--- src/rtl/fg_input_controller_if.sv ---
// Configuration bus between the front-panel controller and the waveform core.
// The controller drives the config and valid; the core returns ready.
interface fg_input_controller_if #(
  parameter int FREQ_W = 8
) ();
  logic [1:0]        wave_sel_o;
  logic [FREQ_W-1:0] freq_step_o;
  logic              cfg_valid_o;
  logic              cfg_ready_i;
  logic              busy_o;

  modport master (
    output wave_sel_o,
    output freq_step_o,
    output cfg_valid_o,
    output busy_o,
    input  cfg_ready_i
  );

  modport slave (
    input  wave_sel_o,
    input  freq_step_o,
    input  cfg_valid_o,
    input  busy_o,
    output cfg_ready_i
  );
endinterface

--- src/rtl/fg_input_controller.sv ---
// Front-panel controller: sync/debounce/edge-detect three buttons, step waveform/frequency,
// and offer each new configuration to the core; events seen while a config is pending are dropped.
module fg_input_controller #(
  parameter int SYNC_STAGES     = 2,
  parameter int DEBOUNCE_CYCLES = 1000,
  parameter int WAVE_NUM        = 4,
  parameter int FREQ_W          = 8,
  parameter int FREQ_MIN        = 1,
  parameter int FREQ_MAX        = 255
) (
  input  logic                  clk_i,
  input  logic                  rstn_i,
  input  logic                  btn_mode_i,
  input  logic                  btn_up_i,
  input  logic                  btn_down_i,
  fg_input_controller_if.master cfg
);

  localparam int                CNT_W     = $clog2(DEBOUNCE_CYCLES);
  localparam logic [CNT_W-1:0]  CNT_LAST  = CNT_W'(DEBOUNCE_CYCLES - 1);
  localparam logic [1:0]        WAVE_LAST = 2'(WAVE_NUM - 1);
  localparam logic [FREQ_W-1:0] F_MIN     = FREQ_W'(FREQ_MIN);
  localparam logic [FREQ_W-1:0] F_MAX     = FREQ_W'(FREQ_MAX);

  typedef enum logic [1:0] {
    ST_INIT,
    ST_IDLE,
    ST_SEND
  } state_t;

  // Button index: 0 = mode, 1 = up, 2 = down (also the event priority order).
  logic [2:0]             w_btn;
  logic [SYNC_STAGES-1:0] r_sync [3];
  logic [2:0]             w_sync;
  logic [CNT_W-1:0]       r_cnt  [3];
  logic [2:0]             r_stable;
  logic [2:0]             r_stable_d;
  logic [2:0]             w_evt;

  state_t            r_state;
  state_t            w_state_nxt;
  logic [1:0]        r_wave;
  logic [1:0]        w_wave_nxt;
  logic [FREQ_W-1:0] r_freq;
  logic [FREQ_W-1:0] w_freq_nxt;
  logic              r_cfg_valid;

  assign w_btn = {btn_down_i, btn_up_i, btn_mode_i};

  always_comb begin
    for (int i = 0; i < 3; i++) begin
      w_sync[i] = r_sync[i][SYNC_STAGES-1];
    end
  end

  always_ff @(posedge clk_i or negedge rstn_i) begin
    if (!rstn_i) begin
      for (int i = 0; i < 3; i++) begin
        r_sync[i] <= '0;
      end
    end else begin
      for (int i = 0; i < 3; i++) begin
        r_sync[i] <= {r_sync[i][SYNC_STAGES-2:0], w_btn[i]};
      end
    end
  end

  // A level is accepted only after DEBOUNCE_CYCLES consecutive disagreeing cycles.
  always_ff @(posedge clk_i or negedge rstn_i) begin
    if (!rstn_i) begin
      for (int i = 0; i < 3; i++) begin
        r_cnt[i] <= '0;
      end
      r_stable   <= '0;
      r_stable_d <= '0;
    end else begin
      r_stable_d <= r_stable;
      for (int i = 0; i < 3; i++) begin
        if (w_sync[i] == r_stable[i]) begin
          r_cnt[i] <= '0;
        end else if (r_cnt[i] == CNT_LAST) begin
          r_stable[i] <= w_sync[i];
          r_cnt[i]    <= '0;
        end else begin
          r_cnt[i] <= r_cnt[i] + 1'b1;
        end
      end
    end
  end

  assign w_evt = r_stable & ~r_stable_d;

  always_ff @(posedge clk_i or negedge rstn_i) begin
    if (!rstn_i) begin
      r_state     <= ST_INIT;
      r_wave      <= '0;
      r_freq      <= F_MIN;
      r_cfg_valid <= 1'b0;
    end else begin
      r_state     <= w_state_nxt;
      r_wave      <= w_wave_nxt;
      r_freq      <= w_freq_nxt;
      r_cfg_valid <= (w_state_nxt == ST_SEND);
    end
  end

  always_comb begin
    w_state_nxt = r_state;
    w_wave_nxt  = r_wave;
    w_freq_nxt  = r_freq;
    case (r_state)
      ST_INIT: begin
        w_state_nxt = ST_SEND;
      end
      ST_IDLE: begin
        // Only the highest-priority event is considered; a saturated step is a no-op.
        if (w_evt[0]) begin
          w_wave_nxt  = (r_wave == WAVE_LAST) ? 2'd0 : r_wave + 2'd1;
          w_state_nxt = ST_SEND;
        end else if (w_evt[1]) begin
          if (r_freq != F_MAX) begin
            w_freq_nxt  = r_freq + 1'b1;
            w_state_nxt = ST_SEND;
          end
        end else if (w_evt[2]) begin
          if (r_freq != F_MIN) begin
            w_freq_nxt  = r_freq - 1'b1;
            w_state_nxt = ST_SEND;
          end
        end
      end
      ST_SEND: begin
        if (cfg.cfg_ready_i) begin
          w_state_nxt = ST_IDLE;
        end
      end
      default: begin
        w_state_nxt = ST_INIT;
      end
    endcase
  end

  assign cfg.wave_sel_o  = r_wave;
  assign cfg.freq_step_o = r_freq;
  assign cfg.cfg_valid_o = r_cfg_valid;
  assign cfg.busy_o      = (r_state != ST_IDLE);

endmodule

--- src/flat_wrapper.sv ---
// flat-port wrapper written by rule: the top's interface ports become plain ports
module fg_input_controller_flat 
#(
  parameter int SYNC_STAGES     = 2,
  parameter int DEBOUNCE_CYCLES = 1000,
  parameter int WAVE_NUM        = 4,
  parameter int FREQ_W          = 8,
  parameter int FREQ_MIN        = 1,
  parameter int FREQ_MAX        = 255
)
  (clk_i, rstn_i, btn_mode_i, btn_up_i, btn_down_i, cfg_wave_sel_o, cfg_freq_step_o, cfg_cfg_valid_o, cfg_busy_o, cfg_cfg_ready_i);
  fg_input_controller_if #(.FREQ_W(FREQ_W)) cfg_i ();
  input  logic clk_i;
  input  logic rstn_i;
  input  logic btn_mode_i;
  input  logic btn_up_i;
  input  logic btn_down_i;
  output wire logic [$bits(cfg_i.wave_sel_o)-1:0] cfg_wave_sel_o;
  output wire logic [$bits(cfg_i.freq_step_o)-1:0] cfg_freq_step_o;
  output wire logic [$bits(cfg_i.cfg_valid_o)-1:0] cfg_cfg_valid_o;
  output wire logic [$bits(cfg_i.busy_o)-1:0] cfg_busy_o;
  input wire logic [$bits(cfg_i.cfg_ready_i)-1:0] cfg_cfg_ready_i;
  assign cfg_wave_sel_o = cfg_i.wave_sel_o;
  assign cfg_freq_step_o = cfg_i.freq_step_o;
  assign cfg_cfg_valid_o = cfg_i.cfg_valid_o;
  assign cfg_busy_o = cfg_i.busy_o;
  assign cfg_i.cfg_ready_i = cfg_cfg_ready_i;
  fg_input_controller #(.SYNC_STAGES(SYNC_STAGES), .DEBOUNCE_CYCLES(DEBOUNCE_CYCLES), .WAVE_NUM(WAVE_NUM), .FREQ_W(FREQ_W), .FREQ_MIN(FREQ_MIN), .FREQ_MAX(FREQ_MAX)) u_core (.clk_i(clk_i), .rstn_i(rstn_i), .btn_mode_i(btn_mode_i), .btn_up_i(btn_up_i), .btn_down_i(btn_down_i), .cfg(cfg_i));
endmodule
--- config.mk ---
export PLATFORM = sky130hd
export DESIGN_NAME = fg_input_controller_flat
export DESIGN_NICKNAME = d
export VERILOG_FILES = /design/src/rtl/fg_input_controller_if.sv /design/src/rtl/fg_input_controller.sv /design/src/flat_wrapper.sv
export SDC_FILE = /design/constraint.sdc
export NUM_CORES = 1
export LEC_CHECK = 0
export ABC_AREA = 1
export BUFFER_PORTS_ARGS = -buffer_cell sky130_fd_sc_hd__buf_2
export CAP_MARGIN = 20
export CORE_MARGIN = 2
export CORE_UTILIZATION = 54
export CTS_CLUSTER_DIAMETER = 50
export DETAILED_ROUTE_END_ITERATION = 10
export PLACE_DENSITY = 0.75
export SLEW_MARGIN = 20
export SYNTH_ARGS = -nofsm -noshare
export SYNTH_HDL_FRONTEND = slang
export SYNTH_SLANG_ARGS = --single-unit
--- constraint.sdc ---
create_clock -name clk_i -period 1.6 [get_ports clk_i]
set_clock_uncertainty 0.1 [all_clocks]
set_input_delay 0.32 -clock clk_i [delete_from_list [all_inputs] [get_ports clk_i]]
set_output_delay 0.32 -clock clk_i [all_outputs]
set_load 0.005 [all_outputs]
==> results of run 1 <==
-- state kept, by name, indices dropped and copies added, names as in the netlist --
name	count
u_core.r_stable_d	3
u_core.cfg.wave_sel_o	2
u_core.cfg.cfg_valid_o	1
u_core.r_cnt	30
u_core.cfg.freq_step_o	8
u_core.r_state	2
u_core.r_sync	6
u_core.r_stable	3
-- critical path: cells and delay by family (launching register included) --
kind	cells	cell delay, ps
AOI/OAI and AO/OA	1	60
adders and majority gates	1	110
buffers and inverters	1	130
DFF	1	610
and+or+nand+nor	5	540
-- cell usage after synthesis --
| master | number | area, sq um |
|---|---|---|
| a21oi_1 | 3 | 15.0 |
| a21boi_2 | 1 | 11.3 |
| buf_2 | 3 | 15.0 |
| nand4_1 | 4 | 25.0 |
| nand2_4 | 1 | 11.3 |
| nand3b_1 | 1 | 7.51 |
| xor2_1 | 17 | 149 |
| o21a_1 | 1 | 7.51 |
| inv_2 | 2 | 7.51 |
| nand2_2 | 4 | 25.0 |
| mux2_2 | 1 | 11.3 |
| xnor2_1 | 2 | 17.5 |
| inv_1 | 37 | 139 |
| a31o_2 | 3 | 26.3 |
| nor2_1 | 53 | 199 |
| nor2_2 | 3 | 18.8 |
| buf_6 | 1 | 11.3 |
| dfrtp_1 | 54 | 1350 |
| nand2_1 | 97 | 364 |
| buf_4 | 1 | 7.51 |
| o21ai_1 | 4 | 20.0 |
| a21oi_4 | 1 | 16.3 |
| dfstp_2 | 1 | 26.3 |
| ha_1 | 7 | 87.6 |
| nand3_1 | 17 | 85.1 |
| o21ai_0 | 9 | 45.0 |
| nor3_1 | 12 | 60.1 |
-- stage by stage --
stage	area, sq um	util	TNS, ps	hold WS (ps)
after floorplan	2760	-	0	-75.6
after detailed placement	2970	0.593	-75.6	237
final	3190	0.637	-73.0	11.9
after global routing	3190	0.637	-1060	1.43
after CTS	3140	0.627	-38.9	2.62
after global placement	2970	0.593	0	236
-- metal layers --
| metal | vias up | track usage | wire (um) | share of wire |
|---|---|---|---|---|
| li1 | 1116 | - | - | - |
| met1 | 1025 | 0.255 | 2340 | 0.46 |
| met2 | 57 | 0.335 | 2470 | 0.48 |
| met3 | 6 | 0.0357 | 232 | 0.045 |
| met4 | 0 | 0.0682 | 61 | 0.012 |
| met5 | - | 0 | 0 | 0 |
-- repair_timing --
action | 4_1_cts | 5_1_grt
setup endpoints to repair | 8 | 22
cloned | 1 | 0
resized for setup | 11 | 15
pin swaps | 4 | 6
hold endpoints to repair | 54 | 0
setup buffers | 1 | 0
hold buffers | 1 | 0
-- power by group --
part | internal (mW) | total (mW) | switching [mW] | leakage (nW)
clock network | 0.305 | 0.754 | 0.448 | 0.0402
logic | 0.0703 | 0.189 | 0.119 | 0.829
registers | 1.45 | 1.49 | 0.0364 | 0.737
total | 1.83 | 2.43 | 0.604 | 1.61
-- final cells by class --
cell class,count,area (sq um),area share
Sequential cell,55,1380,0.432
Inverter,39,146,0.0459
Clock buffer,5,68.8,0.0216
Tap cell,70,87.6,0.0274
Multi-Input combinational cell,242,1310,0.410
Clock inverter,3,20.0,0.00627
Timing Repair Buffer,27,183,0.0572
-- final timing paths --
path / startpoint / to / slack, ps / depth (start not counted)
max reg2reg: u_core.cfg.freq_step_o[0]$_DFFE_PN1P_ / u_core.cfg.freq_step_o[1]$_DFFE_PN0P_ / -20 / 8
max: u_core.cfg.freq_step_o[0]$_DFFE_PN1P_ / u_core.cfg.freq_step_o[1]$_DFFE_PN0P_ / -20 / 8
min in group asynchronous: rstn_i / u_core.r_cnt[13]$_DFF_PN0_ / 430 / 3
min: btn_down_i / u_core.r_sync[0]$_DFF_PN0_ / 10 / 1
max in group asynchronous: rstn_i / u_core.cfg.freq_step_o[0]$_DFFE_PN1P_ / 670 / 3
min reg2reg: u_core.r_sync[4]$_DFF_PN0_ / u_core.r_sync[5]$_DFF_PN0_ / 260 / 0
-- logic make-up after synthesis --
family / count (synthesis)
flops: 55
xor+xnor: 19
simple gates: 192
fa+ha+maj: 7
compound gates: 22
mux: 1
buf+inv: 44
==> impl_metrics.ini, run 1 <==
[yosys]
synth.distinct_cells = 27
yosys.area_share.simple = 0.288
synth_compound_area_frac = 0.0512
synth-xor-area-share = 0.0603
synthMuxAreaShare = 0.00408
synth_nets = 353
yosys.area_share.adder = 0.0317
ys_ff_latch = 55
synth_area_sq_um = 2760
synth_cells = 340
yosysSeqAreaShare = 0.499
synth_top_family_by_area = simple AND/OR/NAND/NOR gates
synth_area_per_cell_sq_um = 8.12
yosysWarnings = 0

[sta]
rsz0062_at_grt = yes
hold_viol = 0
period_share = 1.01
slew_headroom = 0.774
tightest_slew_ps = 339
final-setup-viol-count = 7
fin_ws_ps = -22.1
fin_crit_ps = 1620
maxSlewViolCount = 0
clock.fmax_mhz = 616

[cells_and_area]
fillers = 452
area_growth_pct = 15.6
fin_nets = 383
final_cell_mix = nand2_1, dfrtp_1, nor2_1, inv_1
n_antenna_cell = 0
drive_gt1_frac = 0.175
layout_commonest_cell = nand2_1
fin_cells = 441

[clocking]
cts-root-buf = clkbuf_8
worstSkewPairLatency_ps = 310
clock-sinks = 55
clk_pin_slew_ps = 100
htree_levels = 2
cts_made_buffers = 5
cts_buffer_depth = 2
cts_tree = yes

[run]
drv_cap = 0

[floorplanning]
ios = 18
start_util = 0.551
core_sq_um = 5010
fp.dieW_um = 75.5
dieArea_sq_um = 5700
rows = 26
die_height_um = 75.5

[placement]
place_ws_ps = -15.6
dp_hpwl_um = 3500
gp_congestion = 0.888
dp_cells = 430
io_buffer_count = 17

[detailed_routing]
route.vias.total = 2204
ant_nets = 0
drcViolationCount = 0
drt_iter0_markers = 165
via_per_inst = 5.00
drt-total-wl_um = 5100
wl_per_cell_um = 11.6
drt_first_pass_iters = 4

[pwr]
ir_drop_mv = 0.597
p_leak_nw = 1.61
power_per_cell_area_nw_per_um2 = 761
power_mw = 2.43

[grt]
overflow = 0
grt_antenna_before_repair = 0
grt_pass1_wl_um = 8670
first_global_vias = 2107
grtUsageTotal = 0.197
grt_max_degree = 56

[outcome]
status = complete, but fails checks
violations = negative setup slack

[critical_path]
crit_top_cell = nand2_4
path_max_fanout = 5
slowest_stage = dfstp_2
path_class = reg -> reg
setup.worst_path.end_class = flop
worstPathCellList = buf_6 > ha_4 > nand4_1 > nand2_2 > nand2_4 > nand2_4 > nand2_1 > o21ai_1
arrival_ps = 1760
cp_data_required_time_ps = 1740
max_stage_delay_ps = 610
cp-start-kind = flop

[min_path]
hp-class = in -> reg
Note: power is estimated with default switching activity, not from simulation.
==> run 2: changes to the inputs <==
ABC_AREA = default   (was 1)
CORE_UTILIZATION = 53   (was 54)
PLACE_DENSITY = 0.74   (was 0.75)
==> run 2 against run 1 <==
The run still ends with negative setup slack left. Via count shrank 13%. Final cell count down 18%. Worst setup slack worse by 200 ps. Routed wire length is 5.0% lower. Critical path type unchanged. Critical endpoint is now u_core.cfg.freq_step_o[3]$_DFFE_PN0P_.
==> impl_metrics.ini, run 2 <==
[critical_path]
setup.worst_path.end_class = flop
worstPathCellList = ha_4 > and4_4 > nand4_1 > a22o_4 > nand2_2 > xnor2_2
arrival_ps = 1960
cp_data_required_time_ps = 1740
max_stage_delay_ps = 570
path_max_fanout = 4
slowest_stage = dfstp_2
cp_num_buf_inv = 0
crit_family = flip-flops
cp-start-kind = flop
path_class = reg -> reg

[outcome]
violations = negative setup slack
status = complete, but fails checks

[floorplanning]
ios = 18
core_sq_um = 4690
start_util = 0.546
rows = 25
dieArea_sq_um = 5410
fp.dieW_um = 73.6
die_height_um = 73.6

[detailed_routing]
route.vias.total = 1908
drt_iter0_markers = 66
ant_nets = 0
drcViolationCount = 0
drt_first_pass_iters = 4
wl_per_cell_um = 13.4
via_per_inst = 5.26
drt-total-wl_um = 4850

[yosys]
synth_cells = 242
synth_edf_count = 0
ys_ff_latch = 55
yosysWarnings = 0
synth_area_sq_um = 2560
synth.most_common_cell = dfrtp_1
yosysSeqAreaShare = 0.537
synth_top_area_cell = dfrtp_1
synth_area_per_cell_sq_um = 10.6
synth_nets = 255
async_reset_ff_frac = 1.00
synth_common_cells = dfrtp_1, nor2_1, nand2_1
ys_top_cells_by_area = dfrtp_1, xnor2_1, nor2_1, nand2_1, ha_1
synth_top_flop_cell = dfrtp_1
synth_top_area_share = 0.527
synth.distinct_cells = 37

[sta]
hold_viol = 0
maxSlewViolCount = 0
clock.fmax_mhz = 548
final-setup-viol-count = 13
period_share = 1.14
slew_headroom = 0.664
fin_crit_ps = 1830
fin_ws_ps = -226
rsz0062_at_grt = yes
tightest_slew_ps = 500

[clocking]
htree_levels = 2
clk_pin_slew_ps = 90
cts_made_buffers = 5
cts_tree = yes
clock-sinks = 55
cts-root-buf = clkbuf_8
worstSkewPairLatency_ps = 300
cts_buffer_depth = 2

[pwr]
power_per_cell_area_nw_per_um2 = 778
ir_drop_mv = 0.796
p_leak_nw = 1.53

[cells_and_area]
layout_commonest_cell = dfrtp_1
area_growth_pct = 26.5
stdcell_area_sq_um = 3240
n_antenna_cell = 0
fillers = 349
largest_reg_flops = 30
fin_cells = 363
fin_nets = 321
drive_gt1_frac = 0.340
regMostFlops = u_core.r_cnt
final_cell_mix = dfrtp_1, buf_4, nor2_1, nand2_1, xnor2_1

[grt]
grt_pass1_wl_um = 8420
overflow = 0
grt_max_degree = 56
grt_antenna_before_repair = 0
grtUsageTotal = 0.204
first_global_vias = 1939

[placement]
dp_hpwl_um = 3260
place_ws_ps = -202
gp_congestion = 0.872
postPlaceCellArea_sq_um = 3040
dp_cells = 352
io_buffer_count = 17

[run]
drv_cap = 0

[min_path]
hp-class = in -> reg
run 2: power by group:
part           leakage (nW)  total (mW)  internal [mW]  switching, mW
Combinational         0.753       0.291          0.151          0.140
Clock                0.0395       0.739          0.312          0.426
Sequential            0.738        1.49           1.45         0.0395
run 2: final timing paths:
check | startpoint | end | slack, ps | cells after the start
setup / recovery | u_core.cfg.freq_step_o[0]$_DFFE_PN1P_ | u_core.cfg.freq_step_o[3]$_DFFE_PN0P_ | -230 | 6
min in group asynchronous | rstn_i | u_core.cfg.freq_step_o[6]$_DFFE_PN0P_ | 420 | 3
hold / removal | btn_mode_i | u_core.r_sync[4]$_DFF_PN0_ | 20 | 1
max in group asynchronous | rstn_i | u_core.cfg.freq_step_o[0]$_DFFE_PN1P_ | 690 | 3
setup reg to reg | u_core.cfg.freq_step_o[0]$_DFFE_PN1P_ | u_core.cfg.freq_step_o[3]$_DFFE_PN0P_ | -230 | 6
hold reg to reg | u_core.r_sync[4]$_DFF_PN0_ | u_core.r_sync[5]$_DFF_PN0_ | 260 | 0
run 2: worst register-to-register path, delay by kind of cell (launching register included):
kind	cells	cell delay (ps)
xor gates and xnor gates	1	100
AOI/OAI and AO/OA	1	350
adders and majority gates	1	140
DFF	1	570
and+or+nand+nor	3	500
run 2: area by class of cell:
type | count | area [sq um] | area share
tap | 54 | 67.6 | 0.0208
sequential | 55 | 1380 | 0.425
inverter | 7 | 26.3 | 0.00810
multi-input combinational | 177 | 1250 | 0.386
timing repair buffer | 62 | 438 | 0.135
clock buffer | 8 | 80.1 | 0.0247
run 2: repair_timing:
item / in CTS / in global routing
gates cloned: 1 / 0
resized for setup: 14 / 9
hold endpoints to repair: 54 / 0
pin swaps: 10 / 4
endpoints found under the setup margin: 27 / 27
setup buffers: 0 / 1
hold buffers: 1 / 0
run 2: kinds of logic (layout without fill, tap and decap cells):
family / after synthesis / in the layout / synth area share
AOI/OAI and AO/OA: 11 / 12 / 0.0322
xor gates and xnor gates: 35 / 35 / 0.122
adders and majority gates: 7 / 7 / 0.0342
buffers and inverters: 11 / 77 / 0.0229
DFF: 55 / 55 / 0.537
muxes: 5 / 5 / 0.0249
and+or+nand+nor: 118 / 118 / 0.226
run 2: per-layer routing:
layer	part of all wire	GRT usage	wire (um)	up-vias
met4	0.022	0.0808	109	0
li1	-	-	-	939
met5	0	0	0	-
met1	0.44	0.249	2130	925
met2	0.50	0.349	2450	33
met3	0.033	0.0480	158	11
run 2: through the flow:
step                      hold WS (ps)  utilization  setup TNS, ps  total power, mW
after CTS                         6.42        0.681          -1500             2.55
after global routing             0.248        0.691          -3200             2.65
after global placement             233        0.647          -1340             1.77
after floorplan                  -75.6            -           -762             1.62
final                             17.7        0.691          -2130             2.52
after detailed placement           237        0.647          -1960             1.78
